--- src/rtl/div_issue_retire_ctrl.sv ---
// Issue/in-flight/retire control around an 8-stage pipelined RV32M divider.
// Optional performance counters are enabled by defining DIV_PERF_CNT_EN.
module div_issue_retire_ctrl #(
    parameter int unsigned LATENCY = 8
) (
    input  logic        clk,
    input  logic        rst,
    input  logic        stall,
    input  logic        i_valid,
    input  logic [1:0]  i_op,
    input  logic [4:0]  i_rd,
    input  logic [31:0] i_dividend,
    input  logic [31:0] i_divisor,
    output logic        o_div_signed,
    input  logic [31:0] i_quotient,
    input  logic [31:0] i_remainder,
    input  logic [4:0]  i_rs1,
    input  logic [4:0]  i_rs2,
    output logic        o_hazard,
    output logic        o_busy,
    output logic        o_valid,
    output logic [4:0]  o_rd,
    output logic [31:0] o_result
`ifdef DIV_PERF_CNT_EN
    ,
    output logic [31:0] o_perf_issued,
    output logic [31:0] o_perf_special
`endif
);
    localparam int unsigned Tail = LATENCY - 1;

    logic [LATENCY-1:0] valid_q;
    logic [LATENCY-1:0] is_rem_q;
    logic [LATENCY-1:0] special_q;
    logic [4:0]         rd_q   [LATENCY];
    logic [31:0]        spec_q [LATENCY];

    logic        load;
    logic        div_zero;
    logic        overflow;
    logic [31:0] spec_val;

    assign o_div_signed = ~i_op[0];
    // Writes to x0 travel as bubbles so they never retire or raise hazards.
    assign load     = i_valid & (i_rd != 5'd0);
    assign div_zero = (i_divisor == 32'd0);
    assign overflow = ~i_op[0] & (i_dividend == 32'h8000_0000) & (i_divisor == 32'hFFFF_FFFF);

    always_comb begin
        spec_val = 32'd0;
        if (div_zero) begin
            spec_val = i_op[1] ? i_dividend : 32'hFFFF_FFFF;
        end else if (overflow) begin
            spec_val = i_op[1] ? 32'd0 : 32'h8000_0000;
        end
    end

    always_ff @(posedge clk) begin
        if (rst) begin
            valid_q   <= '0;
            is_rem_q  <= '0;
            special_q <= '0;
            for (int i = 0; i < int'(LATENCY); i++) begin
                rd_q[i]   <= 5'd0;
                spec_q[i] <= 32'd0;
            end
        end else if (!stall) begin
            valid_q   <= {valid_q[LATENCY-2:0], load};
            is_rem_q  <= {is_rem_q[LATENCY-2:0], i_op[1]};
            special_q <= {special_q[LATENCY-2:0], load & (div_zero | overflow)};
            rd_q[0]   <= load ? i_rd : 5'd0;
            spec_q[0] <= load ? spec_val : 32'd0;
            for (int i = 1; i < int'(LATENCY); i++) begin
                rd_q[i]   <= rd_q[i-1];
                spec_q[i] <= spec_q[i-1];
            end
        end
    end

    always_comb begin
        o_hazard = 1'b0;
        for (int i = 0; i < int'(LATENCY); i++) begin
            if (valid_q[i] && (rd_q[i] != 5'd0) && ((rd_q[i] == i_rs1) || (rd_q[i] == i_rs2))) begin
                o_hazard = 1'b1;
            end
        end
    end

    assign o_busy  = |valid_q;
    assign o_valid = valid_q[Tail] & ~stall;
    assign o_rd    = rd_q[Tail];

    always_comb begin
        if (special_q[Tail]) begin
            o_result = spec_q[Tail];
        end else if (is_rem_q[Tail]) begin
            o_result = i_remainder;
        end else begin
            o_result = i_quotient;
        end
    end

`ifdef DIV_PERF_CNT_EN
    always_ff @(posedge clk) begin
        if (rst) begin
            o_perf_issued  <= 32'd0;
            o_perf_special <= 32'd0;
        end else if (i_valid && !stall) begin
            o_perf_issued <= o_perf_issued + 32'd1;
            if (div_zero || overflow) begin
                o_perf_special <= o_perf_special + 32'd1;
            end
        end
    end
`endif

endmodule

--- config.mk ---
export PLATFORM = sky130hd
export DESIGN_NAME = div_issue_retire_ctrl
export DESIGN_NICKNAME = d
export VERILOG_FILES = /design/src/rtl/div_issue_retire_ctrl.sv
export SDC_FILE = /design/constraint.sdc
export NUM_CORES = 1
export LEC_CHECK = 0
export BUFFER_PORTS_ARGS = -buffer_cell sky130_fd_sc_hd__buf_2
export CAP_MARGIN = 20
export CORE_MARGIN = 3
export CORE_UTILIZATION = 60
export DETAILED_ROUTE_END_ITERATION = 12
export GPL_TIMING_DRIVEN = 0
export HOLD_SLACK_MARGIN = 0.12
export PLACE_DENSITY_LB_ADDON = 0.25
export SYNTH_ARGS = -nofsm -noshare
export SYNTH_HDL_FRONTEND = slang
export SYNTH_SLANG_ARGS = --single-unit
--- constraint.sdc ---
create_clock -name clk -period 14.5 [get_ports clk]
set_input_delay 1.45 -clock clk [delete_from_list [all_inputs] [get_ports clk]]
set_output_delay 1.45 -clock clk [all_outputs]
set_load 0.05 [all_outputs]
==> run summary <==
Worst Setup End Kind: output pin
RSZ-0062 raised after global routing: no
clock tree buffer depth: 3
max-cap violations: 0
Filler cells: 1516
Pleak: 6.60 nW
fin cells: 1565
most frequent cell after synthesis: edfxtp_1
Mean Syn Cell Area: 13.3 sq um
DRT Pass-1 Iters: 5
post-cts gate resize count: 0
Antenna diodes: 0
syn nets: 1196
Core Box Area: 0.0227 sq mm
via count: 8068
Synth top cells by count: edfxtp_1, and2_1, xor2_1
Data required, critical path: 13.05 ns
vias in the first global route: 7571
Hold Buf Count CTS: 0
clock sink count: 320
critical path startpoint category: primary input
relative slew slack: 39.1%
setup TNS: 0 ns
share of cells above drive strength 1: 19.4%
share of the synthesized area in the top cell type: 64.0%
Area contributors post-synth: edfxtp_1, and2_1, xor2_1
met2 wire len: 11000 um
Synth Flop Type: edfxtp_1
IO Count: 190
Port Buf Inserts: 176
Worst Max-Slew Pin Slew: 0.914 ns
antenna violations before repair: 0
post-layout net count: 1405
Worst-path clk slew: 0.06 ns
first-pass GRT wire length: 35100 um
minimum clock period: 4.55 ns
drt total wl: 22500 um
post-route ant nets: 0
Synthesis Warnings: 0
Post-synth ARST share: 0%
DR DRC count: 0
DP HPWL: 15800 um
Mapped Area: 0.0139 sq mm
fin crit share: 31.4%
die area: 0.0250 sq mm
Max Freq: 0.220 GHz
register bit total from synthesis: 320
Initial Util: 61.2%
root buffer cell: clkbuf_16
CTS tree: yes
CTS H-tree depth: 1
Netlist cell types: 34
pins over their slew limit: 0
met3 routed WL: 1740 um
status: finished clean
Post-Syn Instances: 1047
crit path DAT: 3.10 ns
CP Class: primary input to output pin
crit-path max FO: 8
Met1 Wirelength: 9060 um
clk_lat worst skew: 0.54 ns
routed vias/inst: 5.16
gr usage total: 17.6%
Hold Fails Final Rpt: 0
placed instance count: 1509
Setup Buffers After CTS: 0
global placement routability congestion: 0.846
Worst Skew: 0.00847 ns
top routing layer used: met4
area grow syn2layout: 16.1%
die width: 158 um
Seq/Total Area, Yosys: 67.4%
Die H: 158 um
worst vdd ir: 0.0872 mV
Synth area leader: edfxtp_1
Power Density: 123 mW/mm^2
CTS buffer count: 30
Hold Crit Class: register to register
Final Setup Violations: 0
largest net degree at the start of global routing: 157
Post-synth EDFFs: 296
overflow left after global routing: 0
per-cell routed wire length: 14.4 um
num rows: 55
Iter 0 DRT Violations: 428
==> metrics by stage <==
| stage | hold slack [ns] | worst slack [ns] | util [%] | area [sq um] | power (mW) |
|---|---|---|---|---|---|
| 2_1_floorplan | 0.435 | 6.34 | - | 13900 | 1.21 |
| 3_3_place_gp | 0.470 | 4.65 | 66.6 | 15100 | 1.26 |
| 3_5_place_dp | 0.487 | 10.01 | 66.8 | 15200 | 1.25 |
| 4_1_cts | 0.502 | 10.0 | 71.0 | 16100 | 1.99 |
| 5_1_grt | 0.520 | 9.87 | 71.0 | 16100 | 2.05 |
| 6_report | 0.496 | 9.95 | 71.0 | 16100 | 1.98 |
==> metal layers <==
metal / vias to the layer above / track usage [%]
met5: - / 0
met4: 0 / 6.80
met3: 51 / 3.20
met2: 305 / 31.4
met1: 3641 / 21.2
li1: 4071 / -
==> cells by family (layout without fill, tap and decap cells) <==
group | count (synthesis) | in the layout | synth area share [%]
AND/OR/NAND/NOR | 405 | 405 | 16.9
flip-flops | 320 | 320 | 67.4
buffers and inverters | 101 | 334 | 3.21
AO/OA/AOI/OAI | 87 | 87 | 3.50
XOR/XNOR | 80 | 80 | 5.04
multiplexers | 54 | 54 | 3.89
==> final cells by class <==
cell class | instances | area (sq um) | share of cell area (%)
flip-flops and latches | 320 | 9370 | 58.1
well taps | 285 | 357 | 2.21
repair buffers | 177 | 908 | 5.63
inverters | 33 | 131 | 0.814
plain buffers | 68 | 323 | 2.00
clock buffers | 36 | 773 | 4.79
clock inverters | 20 | 191 | 1.19
multi-input cells | 626 | 4080 | 25.3
==> power breakdown <==
| group | total [mW] | internal, mW | switching [mW] | leakage, nW |
|---|---|---|---|---|
| logic | 0.148 | 0.0559 | 0.0926 | 2.68 |
| registers | 1.08 | 1.06 | 0.0185 | 3.46 |
| clock network | 0.747 | 0.434 | 0.313 | 0.463 |
| total | 1.98 | 1.55 | 0.424 | 6.60 |
==> critical path, cell delays in order <==
cell,delay (ns)
buf_4,0.20
xor2_1,0.18
nor3_1,0.08
a22oi_1,0.31
o22ai_1,0.14
or4_1,0.50
buf_2,0.23
==> worst paths after layout <==
path | start | to | slack (ns) | depth (start not counted)
worst max-delay path | i_rs2[3] | o_hazard | 9.95 | 7
worst min-delay path | special_q[3]$_SDFFE_PP0N_ | special_q[4]$_SDFFE_PP0N_ | 0.50 | 2
worst max register to register | is_rem_q[7]$_SDFFE_PP0N_ | is_rem_q[7]$_SDFFE_PP0N_ | 13.25 | 4
worst min register to register | special_q[3]$_SDFFE_PP0N_ | special_q[4]$_SDFFE_PP0N_ | 0.50 | 2
==> layout by cell type (no fill, tap or decap), types with 16 or more instances in the layout <==
master	count
edfxtp_1	296
and2_1	186
buf_2	185
xor2_1	80
nor2b_1	75
mux2i_1	54
clkbuf_1	47
nor2_1	42
nand2_1	36
o21ai_1	36
inv_1	32
a21oi_1	31
clkbuf_16	30
dfxtp_1	24
nor3_1	16
==> state kept, by name, summed over array words and instances (netlist names) <==
name       cells
is_rem_q       8
spec_q       256
special_q      8
valid_q        8
rd_q          40
Power figures use the tool's default switching activity.
